`src/rtl/alu_seq_issue.sv`:
```
// Issue sequencer for a registered ALU: accepts one command at a time, waits the ALU latency, returns result and flags.
// Optional macro ALUSEQ_OVF_EN adds the signed-overflow output res_ovf.
module alu_seq_issue #(
  parameter int unsigned WIDTH = 32,
  parameter int unsigned LAT   = 1
) (
  input  logic             clk,
  input  logic             rst_n,
  input  logic             cmd_valid,
  output logic             cmd_ready,
  input  logic [2:0]       cmd_op,
  input  logic [WIDTH-1:0] cmd_a,
  input  logic [WIDTH-1:0] cmd_b,
  output logic [2:0]       alu_ctrl,
  output logic [WIDTH-1:0] alu_data1,
  output logic [WIDTH-1:0] alu_data2,
  input  logic [WIDTH-1:0] alu_out,
  input  logic             alu_carry,
  output logic             res_valid,
  input  logic             res_ready,
  output logic [WIDTH-1:0] res_data,
  output logic             res_carry,
  output logic             res_zero,
  output logic             busy
`ifdef ALUSEQ_OVF_EN
  ,
  output logic             res_ovf
`endif
);

  localparam int unsigned CW      = 4;
  localparam logic [2:0]  OP_ADD  = 3'b000;
  localparam logic [2:0]  OP_SUB  = 3'b001;
  localparam logic [2:0]  OP_IDLE = 3'b111;

  typedef enum logic [1:0] {S_IDLE, S_EXEC, S_DONE} state_t;

  state_t           r_state,     w_state_nxt;
  logic [CW-1:0]    r_cnt,       w_cnt_nxt;
  logic [2:0]       r_alu_ctrl,  w_alu_ctrl_nxt;
  logic [WIDTH-1:0] r_alu_data1, w_alu_data1_nxt;
  logic [WIDTH-1:0] r_alu_data2, w_alu_data2_nxt;
  logic [WIDTH-1:0] r_res_data,  w_res_data_nxt;
  logic             r_res_carry, w_res_carry_nxt;
  logic             r_res_zero,  w_res_zero_nxt;
  logic             r_cmd_ready, r_res_valid, r_busy;
  logic             w_is_add, w_is_sub;
`ifdef ALUSEQ_OVF_EN
  logic             r_res_ovf,   w_res_ovf_nxt;
  logic             w_ovf;
`endif

  assign w_is_add = (r_alu_ctrl == OP_ADD);
  assign w_is_sub = (r_alu_ctrl == OP_SUB);

`ifdef ALUSEQ_OVF_EN
  // Signed overflow judged from operand signs still held on the ALU bus at capture.
  assign w_ovf = (w_is_add && (r_alu_data1[WIDTH-1] == r_alu_data2[WIDTH-1]) &&
                  (alu_out[WIDTH-1] != r_alu_data1[WIDTH-1])) ||
                 (w_is_sub && (r_alu_data1[WIDTH-1] != r_alu_data2[WIDTH-1]) &&
                  (alu_out[WIDTH-1] != r_alu_data1[WIDTH-1]));
`endif

  always_ff @(posedge clk) begin
    if (!rst_n) begin
      r_state     <= S_IDLE;
      r_cnt       <= '0;
      r_alu_ctrl  <= OP_IDLE;
      r_alu_data1 <= '0;
      r_alu_data2 <= '0;
      r_res_data  <= '0;
      r_res_carry <= 1'b0;
      r_res_zero  <= 1'b0;
      r_cmd_ready <= 1'b1;
      r_res_valid <= 1'b0;
      r_busy      <= 1'b0;
`ifdef ALUSEQ_OVF_EN
      r_res_ovf   <= 1'b0;
`endif
    end else begin
      r_state     <= w_state_nxt;
      r_cnt       <= w_cnt_nxt;
      r_alu_ctrl  <= w_alu_ctrl_nxt;
      r_alu_data1 <= w_alu_data1_nxt;
      r_alu_data2 <= w_alu_data2_nxt;
      r_res_data  <= w_res_data_nxt;
      r_res_carry <= w_res_carry_nxt;
      r_res_zero  <= w_res_zero_nxt;
      r_cmd_ready <= (w_state_nxt == S_IDLE);
      r_res_valid <= (w_state_nxt == S_DONE);
      r_busy      <= (w_state_nxt != S_IDLE);
`ifdef ALUSEQ_OVF_EN
      r_res_ovf   <= w_res_ovf_nxt;
`endif
    end
  end

  // Counter runs from 0 on entry to EXEC; result is sampled when it reaches LAT.
  always_comb begin
    w_state_nxt     = r_state;
    w_cnt_nxt       = r_cnt;
    w_alu_ctrl_nxt  = r_alu_ctrl;
    w_alu_data1_nxt = r_alu_data1;
    w_alu_data2_nxt = r_alu_data2;
    w_res_data_nxt  = r_res_data;
    w_res_carry_nxt = r_res_carry;
    w_res_zero_nxt  = r_res_zero;
`ifdef ALUSEQ_OVF_EN
    w_res_ovf_nxt   = r_res_ovf;
`endif
    case (r_state)
      S_IDLE: begin
        if (cmd_valid && r_cmd_ready) begin
          w_state_nxt     = S_EXEC;
          w_cnt_nxt       = '0;
          w_alu_ctrl_nxt  = cmd_op;
          w_alu_data1_nxt = cmd_a;
          w_alu_data2_nxt = cmd_b;
        end
      end
      S_EXEC: begin
        if (r_cnt == CW'(LAT)) begin
          w_state_nxt     = S_DONE;
          w_res_data_nxt  = alu_out;
          w_res_carry_nxt = (w_is_add || w_is_sub) && alu_carry;
          w_res_zero_nxt  = (alu_out == '0);
`ifdef ALUSEQ_OVF_EN
          w_res_ovf_nxt   = w_ovf;
`endif
          w_alu_ctrl_nxt  = OP_IDLE;
          w_alu_data1_nxt = '0;
          w_alu_data2_nxt = '0;
        end else begin
          w_cnt_nxt = r_cnt + CW'(1);
        end
      end
      S_DONE: begin
        if (res_ready) begin
          w_state_nxt = S_IDLE;
        end
      end
      default: w_state_nxt = S_IDLE;
    endcase
  end

  assign cmd_ready = r_cmd_ready;
  assign res_valid = r_res_valid;
  assign busy      = r_busy;
  assign alu_ctrl  = r_alu_ctrl;
  assign alu_data1 = r_alu_data1;
  assign alu_data2 = r_alu_data2;
  assign res_data  = r_res_data;
  assign res_carry = r_res_carry;
  assign res_zero  = r_res_zero;
`ifdef ALUSEQ_OVF_EN
  assign res_ovf   = r_res_ovf;
`endif

endmodule

```
`config.mk`:
```
export PLATFORM = sky130hd
export DESIGN_NAME = alu_seq_issue
export DESIGN_NICKNAME = d
export VERILOG_FILES = /design/src/rtl/alu_seq_issue.sv
export SDC_FILE = /design/constraint.sdc
export NUM_CORES = 1
export LEC_CHECK = 0
export ABC_AREA = 1
export BUFFER_PORTS_ARGS = -buffer_cell sky130_fd_sc_hd__buf_2
export CORE_UTILIZATION = 40
export DETAILED_ROUTE_END_ITERATION = 7
export GPL_TIMING_DRIVEN = 1
export PLACE_DENSITY = 0.72
export SETUP_SLACK_MARGIN = 0.5
export SKIP_CTS_REPAIR_TIMING = 1
export SYNTH_ARGS = -nofsm -noshare
export SYNTH_HDL_FRONTEND = slang
export SYNTH_SLANG_ARGS = --single-unit
```
`constraint.sdc`:
```
create_clock -name clk -period 2.86 [get_ports clk]
set_input_delay 0.286 -clock clk [delete_from_list [all_inputs] [get_ports clk]]
set_output_delay 0.286 -clock clk [all_outputs]
set_load 0.005 [all_outputs]
```
**Yosys cells after proc, flatten, opt, wreduce, memory -nomap -nowiden**

Index checks and enable logic that the tools add are counted.
W data, S select, Z words.

- Add/sub/neg operators: 1
- $mul: 0
- Divide/modulo/power cells: 0
- Order comparisons: 0
- Equal/unequal tests: 8
- Shift operators: 0
- Multiplexer cells: 15
- Bitwise logic cells: 0
- Reduce and logical (&&, ||, !) cells: 12

Operators with widths:

| operator | number |
|---|---|
| $pmux W32 S2 | 2 |
| $mux W32 | 3 |
| $logic_not A32 Y1 | 1 |
| $mux W4 | 2 |
| $pmux W4 S2 | 1 |
| $mux W2 | 3 |
| $mux W3 | 2 |
| $ne A2 B2 Y1 const B | 3 |
| $pmux W2 S3 | 1 |
| $pmux W3 S2 | 1 |
| $reduce_and A3 Y1 | 2 |
| $add A4 B1 Y4 const B | 1 |
| $eq A2 B2 Y1 const B | 2 |
| $eq A4 B1 Y1 const B | 1 |
| $logic_not A2 Y1 | 2 |
| $reduce_bool A2 Y1 | 2 |
| $eq A3 B1 Y1 const B | 1 |
| $logic_not A3 Y1 | 1 |
| $eq A2 B1 Y1 const B | 1 |
| $logic_and A1 B1 Y1 | 2 |
| $reduce_and A2 Y1 | 1 |
| $logic_or A1 B1 Y1 | 1 |

- Flip-flop bits (word level): 110
- Latch bits: 0
- Memory bits (writable): 0
- Bits in read-only memories: 0
- Bits of input ports: 104
- Logic and storage cells: 47
- Memories: 0

**Depth between registers and ports, before layout**

Gate-level depths: netlist of run 1.

- Depth in word-level cells: 4
- Depth in mapped cells: 9

**Worst setup path before layout of run 1**

Ideal clock, no wire load.

- Path kind: register -> register
- From: register r_cnt[1]
- To: register r_alu_ctrl[0] (netlist: alu_ctrl[0])
- Arrival time: 1180 ps
- Data required time: 2738 ps
- Slack: 1557 ps
- Stages on the path, launching flop included: 10
- Buffers on the path: 1
- Clock period less this slack: 1303 ps
- Path through: dfxtp_1 inv_1 ha_1 nand2_2 nor2_8 inv_2 buf_6 nand2_1 o22ai_1 nand2_1

- Word-level cells in the longest chain between the ends: 3

Ends and longest elaborated chain:

| what | line | text |
|---|---|---|
| start, declared | 39 | `logic [CW-1:0] r_cnt, w_cnt_nxt;` |
| start signal, assigned | 82 | `r_cnt <= w_cnt_nxt;` |
| $eq A4 B1 Y1 | 122 | `if (r_cnt == CW'(LAT)) begin` |
| $ne A2 B2 Y1 (no source line) | -- |  |
| $reduce_and A3 Y1 (no source line) | -- |  |
| end signal, assigned | 83 | `r_alu_ctrl <= w_alu_ctrl_nxt;` |
| end, declared | 40 | `logic [2:0] r_alu_ctrl, w_alu_ctrl_nxt;` |

No other way between the ends.
A chain may end at the register's enable or synchronous reset.

**Final worst setup path of run 1**

- From: register r_state[0]
- To: register r_alu_data1[8] (netlist: alu_data1[8])

- Word-level cells in the longest chain between the ends: 3

Ends and longest elaborated chain:

| what | line | text |
|---|---|---|
| start, declared | 38 | `state_t r_state, w_state_nxt;` |
| start signal, assigned | 81 | `r_state <= w_state_nxt;` |
| $eq A2 B1 Y1 or $logic_not A2 Y1 (tied branches) | 111 | `case (r_state)` |
| $ne A2 B2 Y1 (no source line) or $reduce_bool A2 Y1 (tied branches) | -- |  |
| $reduce_and A3 Y1 (no source line) | -- |  |
| end signal, assigned | 84 | `r_alu_data1 <= w_alu_data1_nxt;` |
| end, declared | 41 | `logic [WIDTH-1:0] r_alu_data1, w_alu_data1_nxt;` |

Parallel ways exist; a longest one is shown, timed or not.

==> impl_metrics.yaml, run 1 <==
worst_setup_path:
  cp-start-kind: "register"
  cp_slowest_stage_delay_ns: 0.49
  r2r_cells: 6
  reg2reg_to: "alu_data1[8]"
  reg2reg_slack_ns: 1.08
  worstPathCellList: "nor2_1 > nand3_2 > inv_2 > buf_4 > nand2_1 > a21oi_1"
  crit_buf_inv: 2
  crit_type: "reg -> reg"
  worstSetupEndpointType: "register"
  cp.arrival_ns: 2.06
  crit_family: "buffers and inverters"
  r2r_start: "r_state[0]"
  cp_slowest_cell: "buf_4"
  worstPathRequired_ns: 3.15
  crit_fanout: 64
cells_and_area:
  syn_to_final_growth_pct: 30.5
  multi_input_comb_area_um2: 1690
  layout-drive-gt1-share_pct: 36.3
  final_nets: 816
  fillers: 986
  final_core_util_pct: 54.5
  design_area_um2: 5400
  n_antenna_cell: 0
  seqCellArea_um2: 2200
clocking:
  cts.sinks: 110
  cts.clk_slew.worst_paths_ns: 0.11
  cts_tree: "done"
  htree_levels: 3
  cts_root_buffer: "clkbuf_8"
  cts.path.max_buffers: 2
  cts_made_buffers: 9
  clk_latency_ns: 0.36
floorplan:
  fp.dieH_um: 104
  die_area_um2: 10800
  ioPinCount: 208
  die_x_um: 104
  rows: 36
  core_um2: 9910
  start_util_pct: 41.8
routing:
  drcViolationCount: 0
  drt_wl_total_um: 11100
  via_per_inst: 4.89
  wl_per_cell_um: 13.1
  postRouteAntennaNets: 0
  drt_iter0_drc: 258
  vias: 4146
  drt_pass1_iterations: 4
logic_synthesis:
  synth_cell_types: 25
  syn_area_um2: 4140
  ys_ff_latch: 110
  synthCells: 520
  synth_nets: 626
  synth_top_area_share_pct: 53.2
  synthTopCellsByArea: "dfxtp_1 (53%), a21oi_1 (8.5%), nand2_1 (7.9%)"
  yosys.area.top_type: "dfxtp_1"
  ys_seq_area_share_pct: 53.2
  syn_area_per_cell_um2: 7.96
  yosys_warnings: 0
sta:
  maxSlewViolCount: 0
  fin_tns_setup_ns: 0
  setup_ws_ns: 1.08
  period_needed_ns: 1.78
  max_freq_mhz: 562
  rsz0062_at_grt: "no"
  finalCritPeriodShare_pct: 62.2
  finClkSkew_ns: 0.0130
  setup_violations: 0
  slew_headroom_pct: 58.2
  report.final.hold_viol_count: 0
  worstMarginPinSlew_ns: 0.627
power_and_ir_drop:
  finalPower_w: 0.00321
  p_comb_share_pct: 18.8
  clock_power_share_pct: 27.3
  sw_frac_of_total_pct: 29.6
  ir_drop_v: 0.000264
  power_switching_w: 0.000950
  power_leakage_nw: 2.61
  powerDensity_nw_per_um2: 594
  p_seq_share_pct: 53.9
  p_int_w: 0.00226
place:
  finalWeightedCongestion: 0.774
  dp_slack_ns: 1.10
  dpl_cell_area_um2: 5220
  dp_hpwl_um: 7870
  place.port_buffers: 207
outcome:
  status: "complete, no violations"
global_routing:
  grt_first_pass_wirelength_um: 18000
  grt_use_total_pct: 20.2
  grt_max_degree: 65
  antenna_found_initial: 0
  grt_pass1_vias: 3860
  grt-ovfl-total: 0
worst_hold_path:
  hp-class: "in -> reg"
  min_to: "alu_data2[7]"
  min_path_cells: 3
  min-delay-start: "cmd_b[7]"
flow_run:
  cap_violations: 0
==> sequential cells by signal, indices dropped and copies added (netlist names) <==
name and count:
r_state 2, alu_ctrl 3, busy 1, res_carry 1, r_cnt 4, res_zero 1
alu_data1 32, cmd_ready 1, alu_data2 32, res_data 32, res_valid 1
==> power by group through the flow <==
| stage | clock network, W | registers (W) | logic (W) |
|---|---|---|---|
| finish | 0.000875 | 0.00173 | 0.000602 |
| global route | 0.000962 | 0.00175 | 0.000672 |
| CTS | 0.000902 | 0.00173 | 0.000605 |
| detailed placement | 0 | 0.00176 | 0.000604 |
| global placement | 0 | 0.00176 | 0.000589 |
| floorplan | 0 | 0.00177 | 0.000336 |
==> metrics by stage <==
step / std cells / hold WS (ns)
after floorplan: 520 / 0.414
after global placement: 832 / 0.460
after detailed placement: 832 / 0.464
after CTS: 847 / 0.142
after global routing: 847 / 0.155
final: 847 / 0.158
==> cells by family after synthesis <==
kind of cell               after synthesis  share of synthesized area [%]
DFF                                    110                           53.2
buffers and inverters                   49                           6.04
and+or+nand+nor                        252                           27.1
adders and majority gates                2                          0.604
AOI/OAI and AO/OA                      107                           13.1
==> layer usage <==
metal | vias up | track usage [%] | wire length [um]
li1 | 2089 | - | -
met1 | 1870 | 25.1 | 4810
met2 | 153 | 33.3 | 5270
met3 | 34 | 3.40 | 610
met4 | 0 | 11.0 | 411
met5 | - | 0 | 0
==> layout make-up <==
type / instances / share of cell area, %
flip-flops and latches: 110 / 40.8
repair buffers: 216 / 20.7
clock buffers: 10 / 2.55
clock inverters: 5 / 0.834
multi-input cells: 361 / 31.2
inverters: 12 / 0.857
well taps: 133 / 3.08
==> cells in the final DEF, fill, tap and decap left out <==
cell type,netlist,final
o21ai_1,1,1
inv_8,0,1
o22ai_1,3,3
buf_2,8,207
clkinv_4,0,3
nor2_8,1,1
nand3_1,65,65
ha_1,2,2
nand2_2,2,2
inv_2,2,2
o31ai_1,1,1
buf_12,0,1
and3_1,1,1
nor2_1,69,69
nor2_2,20,20
clkinv_2,0,1
nor3_1,5,5
buf_4,7,8
inv_1,9,9
dfxtp_1,110,110
a21oi_1,70,70
nand3_2,1,1
clkbuf_8,0,10
clkinvlp_4,0,1
nand2_1,87,87
o21ai_0,32,32
nor2_4,1,1
==> cells in the mapped netlist <==
library cell,n
a21oi_1,70
and3_1,1
buf_1,4
buf_2,8
buf_4,7
buf_6,4
clkbuf_1,14
clkinv_1,1
dfxtp_1,110
ha_1,2
inv_1,9
inv_2,2
nand2_1,87
nand2_2,2
nand3_1,65
nand3_2,1
nor2_1,69
nor2_2,20
nor2_4,1
nor2_8,1
nor3_1,5
o21ai_0,32
o21ai_1,1
o22ai_1,3
o31ai_1,1
==> worst register-to-register path: stages, from the launching register on <==
cell     delay (ns)
dfxtp_1        0.34
nor2_1         0.14
nand3_2        0.28
inv_2          0.11
buf_4          0.49
nand2_1        0.18
a21oi_1        0.16
==> worst max path at each step <==
stage / from / depth (start not counted) / endpoint
after floorplan: r_cnt[1] / 9 / alu_ctrl[0]
after global placement: r_cnt[0] / 8 / res_zero
after detailed placement: r_cnt[1] / 9 / res_zero
after CTS: r_cnt[1] / 9 / res_zero
after global routing: r_state[0] / 6 / alu_data1[11]
final: r_state[0] / 6 / alu_data1[8]
Note: power is estimated with default switching activity, not from simulation.
==> run 2: changes to the inputs <==
- PLACE_DENSITY: 0.72 -> 0.74
- clock period: 2.86 -> 1.63 ns (I/O delays scaled with it)
==> run 2 against run 1 <==
Effect of this change:
- fmax rose by 28%
- worst hold slack got worse by 0.14 ns
- final cell count rose by 3.1%
- clock skew fell by 0.0054 ns
- largest power group unchanged
- highest routed layer unchanged
==> impl_metrics.yaml, run 2 (synthesis results as in run 1) <==
worst_setup_path:
  cp_slowest_stage_delay_ns: 0.35
  crit_type: "reg -> reg"
  cp.arrival_ns: 1.66
  cp-start-kind: "register"
  cp_slowest_cell: "dfxtp_1"
  worstSetupEndpointType: "register"
  worstPathCellList: "nor2_2 > nand2_4 > nor2_8 > clkinv_8 > buf_4 > nor2_2 > nor2_1"
  worstPathRequired_ns: 1.90
  cpMostUsedCell: "nor2_2"
  crit_fanout: 12
  crit_buf_inv: 2
  cp-startpoint: "r_cnt[3]"
  r2r_start: "r_cnt[3]"
  crit_family: "simple AND/OR/NAND/NOR gates"
floorplan:
  die_area_um2: 10800
  ioPinCount: 208
  die_x_um: 104
  start_util_pct: 41.8
  rows: 36
  fp.dieH_um: 104
  core_um2: 9910
worst_hold_path:
  min-delay-start: "alu_carry"
  hp-class: "in -> reg"
place:
  dp_hpwl_um: 8170
  dpl.cell_count: 837
  place.port_buffers: 207
  dpl_cell_area_um2: 5320
  finalWeightedCongestion: 0.772
power_and_ir_drop:
  ir_drop_v: 0.000525
  powerDensity_nw_per_um2: 1040
  finalPower_w: 0.00632
  power_leakage_nw: 2.86
global_routing:
  grt-ovfl-total: 0
  grt_max_degree: 65
  grt_use_total_pct: 21.0
  grt_pass1_vias: 4067
  antenna_found_initial: 1
  grt_first_pass_wirelength_um: 18500
clocking:
  cts_root_buffer: "clkbuf_8"
  cts_made_buffers: 9
  clk_latency_ns: 0.37
  cts.clk_slew.worst_paths_ns: 0.10
  cts.path.max_buffers: 2
  cts.sinks: 110
  cts_tree: "done"
  htree_levels: 3
sta:
  fin_tns_setup_ns: 0
  setup_violations: 0
  report.final.hold_viol_count: 0
  worstMarginPinSlew_ns: 0.308
  maxSlewViolCount: 0
  finClkSkew_ns: 0.00765
  finalCritPeriodShare_pct: 85.3
  rsz0062_at_grt: "yes"
  slew_headroom_pct: 79.3
  period_needed_ns: 1.39
  max_freq_mhz: 719
routing:
  vias: 4444
  drt_wl_total_um: 13200
  drt_iter0_drc: 233
  postRouteAntennaNets: 0
  wl_per_cell_um: 15.1
  drt_pass1_iterations: 5
  drcViolationCount: 0
  via_per_inst: 5.09
flow_run:
  cap_violations: 0
cells_and_area:
  layout_common_cells: "buf_2 (207), dfxtp_1 (106), nand2_1 (82)"
  syn_to_final_growth_pct: 46.9
  final_common_cell: "buf_2"
  fin_cells: 873
  final_core_util_pct: 61.4
  layout-drive-gt1-share_pct: 43.6
  design_area_um2: 6080
  final_nets: 841
outcome:
  status: "complete, no violations"
[run 2: stage by stage]
stage	setup slack [ns]	hold slack [ns]
2_1_floorplan	0.368	0.291
3_3_place_gp	0.183	0.394
3_5_place_dp	0.126	0.389
4_1_cts	0.115	-0.00671
5_1_grt	0.161	0.00983
6_report	0.239	0.0137
[run 2: power breakdown]
group | total [W] | leakage (nW) | switching, W | internal, W
clock | 0.00180 | 0.107 | 0.000896 | 0.000905
sequential | 0.00305 | 0.900 | 0.000128 | 0.00292
combinational | 0.00147 | 1.85 | 0.000798 | 0.000675
[run 2: routing by layer]
layer,track usage [%],vias to the layer above,share of wire [%]
li1,-,2145,-
met1,24.4,2057,40
met2,35.4,203,49
met3,4.59,39,6.6
met4,12.2,0,3.5
met5,0,-,0
[run 2: final cells by class]
class,instances,area (um2)
fillers,925,3830
flip-flops and latches,110,2210
multi-input cells,361,1890
repair buffers,239,1500
well taps,133,166
clock buffers,12,145
clock inverters,3,68.8
inverters,12,67.6
repair inverters,2,22.5
diodes,1,2.50
[run 2: tightest hold or removal path, delay by kind of cell]
family,cells,cell delay (ns)
buf+inv,1,0.09
compound gates,1,0.04
simple gates,1,0.06
[run 2: final timing paths]
kind                                 endpoint  slack [ns]  depth (start not counted)
worst max-delay path             res_data[20]        0.24                          7
worst min-delay path                res_carry        0.01                          3
worst max register to register   res_data[20]        0.24                          7
worst min register to register  alu_data2[12]        0.48                          2
==> run 3: changes to the inputs <==
- BUFFER_PORTS_ARGS: -buffer_cell sky130_fd_sc_hd__buf_2 -> -buffer_cell sky130_fd_sc_hd__clkbuf_2
==> run 3 against run 2 <==
Effect of this change:
- die area did not move
- highest routed layer unchanged
- final area fell by 3.7%
- combinational power fell by 12%
- flip-flop and latch count did not move
==> impl_metrics.yaml, run 3 (synthesis results as in run 1) <==
sta:
  period_needed_ns: 1.35
  report.final.hold_viol_count: 0
  setup_ws_ns: 0.282
  finalHoldWorstSlack_ns: 0.0181
  slew_headroom_pct: 69.3
  worstMarginPinSlew_ns: 0.461
  fin_tns_setup_ns: 0
  finalCritPeriodShare_pct: 82.7
  maxSlewViolCount: 0
  setup_violations: 0
  rsz0062_at_grt: "yes"
  max_freq_mhz: 742
  finClkSkew_ns: 0.0155
routing:
  vias: 4332
  wl_per_cell_um: 14.0
  drt_wl_total_um: 12100
  via_per_inst: 5.01
  postRouteAntennaNets: 0
  drcViolationCount: 0
  drt_iter0_drc: 238
  drt_pass1_iterations: 5
clocking:
  cts_tree: "done"
  cts.clk_slew.worst_paths_ns: 0.10
  clk_latency_ns: 0.36
  cts.path.max_buffers: 2
  cts_made_buffers: 9
  cts.sinks: 110
  htree_levels: 3
  cts_root_buffer: "clkbuf_8"
power_and_ir_drop:
  power_leakage_nw: 2.75
  powerDensity_nw_per_um2: 1050
  ir_drop_v: 0.000672
cells_and_area:
  fillers: 925
  design_area_um2: 5860
  final_nets: 833
  multi_input_comb_area_um2: 1820
  final_common_cell: "clkbuf_2"
  syn_to_final_growth_pct: 41.5
  layout-drive-gt1-share_pct: 41.0
  seqCellArea_um2: 2210
  n_antenna_cell: 0
  fin_cells: 864
  layout_common_cells: "clkbuf_2 (207), dfxtp_1 (106), nand2_1 (84)"
worst_setup_path:
  cp.arrival_ns: 1.64
  worstPathCellList: "inv_2 > ha_4 > nand2_4 > nor2_8 > inv_8 > buf_12 > nor2_4 > nand2_1 > a21oi_1"
  crit_family: "flip-flops"
  worstSetupEndpointType: "register"
  crit_type: "reg -> reg"
  cp-start-kind: "register"
  cp_slowest_cell: "dfxtp_2"
  crit_cells: 9
  worstPathRequired_ns: 1.92
  crit_buf_inv: 3
  cp_slowest_stage_delay_ns: 0.35
  crit_fanout: 26
  r2r_cells: 9
floorplan:
  ioPinCount: 208
  fp.dieH_um: 104
  die_x_um: 104
  core_um2: 9910
  start_util_pct: 41.8
  die_area_um2: 10800
  rows: 36
global_routing:
  grt-ovfl-total: 0
  antenna_found_initial: 0
  grt_pass1_vias: 3988
  grt_first_pass_wirelength_um: 18300
  grt_max_degree: 49
  grt_use_total_pct: 20.7
worst_hold_path:
  hp-class: "in -> reg"
  min_path_cells: 3
place:
  finalWeightedCongestion: 0.792
  dp_hpwl_um: 8430
  place.port_buffers: 207
  dpl_cell_area_um2: 5320
  dp_slack_ns: 0.154
  dpl.cell_count: 838
flow_run:
  cap_violations: 0
outcome:
  status: "complete, no violations"
## run 3: path summary, 6_finish.rpt
check	startpoint	endpoint	slack, ns
worst max register to register	r_cnt[1]	res_zero	0.28
worst min-delay path	cmd_b[31]	alu_data2[31]	0.02
worst min register to register	res_zero	res_zero	0.47
worst max-delay path	r_cnt[1]	res_zero	0.28
## run 3: worst register-to-register path, cell delays in order (launching register included)
cell,delay (ns)
dfxtp_2,0.35
inv_2,0.07
ha_4,0.14
nand2_4,0.07
nor2_8,0.15
inv_8,0.09
buf_12,0.17
nor2_4,0.09
nand2_1,0.05
a21oi_1,0.11
## run 3: cell type report
cell class / instances / area share, %
flip-flops and latches: 110 / 37.7
multi-input cells: 361 / 31.0
repair buffers: 233 / 23.7
well taps: 133 / 2.84
clock buffers: 12 / 2.65
clock inverters: 3 / 1.15
inverters: 12 / 0.940
## run 3: report_power, final
part / switching, W / internal [W] / total, W
Sequential: 0.000134 / 0.00292 / 0.00305
Clock: 0.000878 / 0.000944 / 0.00182
Combinational: 0.000708 / 0.000584 / 0.00129
## run 3: metal layers
layer	wire, um	track usage [%]	part of all wire [%]
met3	645	3.71	5.3
met2	6380	37.6	53
met1	4810	23.4	40
met5	0	0	0
met4	291	9.49	2.4
## run 3: per-stage QoR
stage          util, %  total power, W
2_1_floorplan        -         0.00371
3_5_place_dp      53.6         0.00422
6_report          59.1         0.00617
4_1_cts           55.9         0.00604
3_3_place_gp      53.6         0.00417
5_1_grt           59.1         0.00646
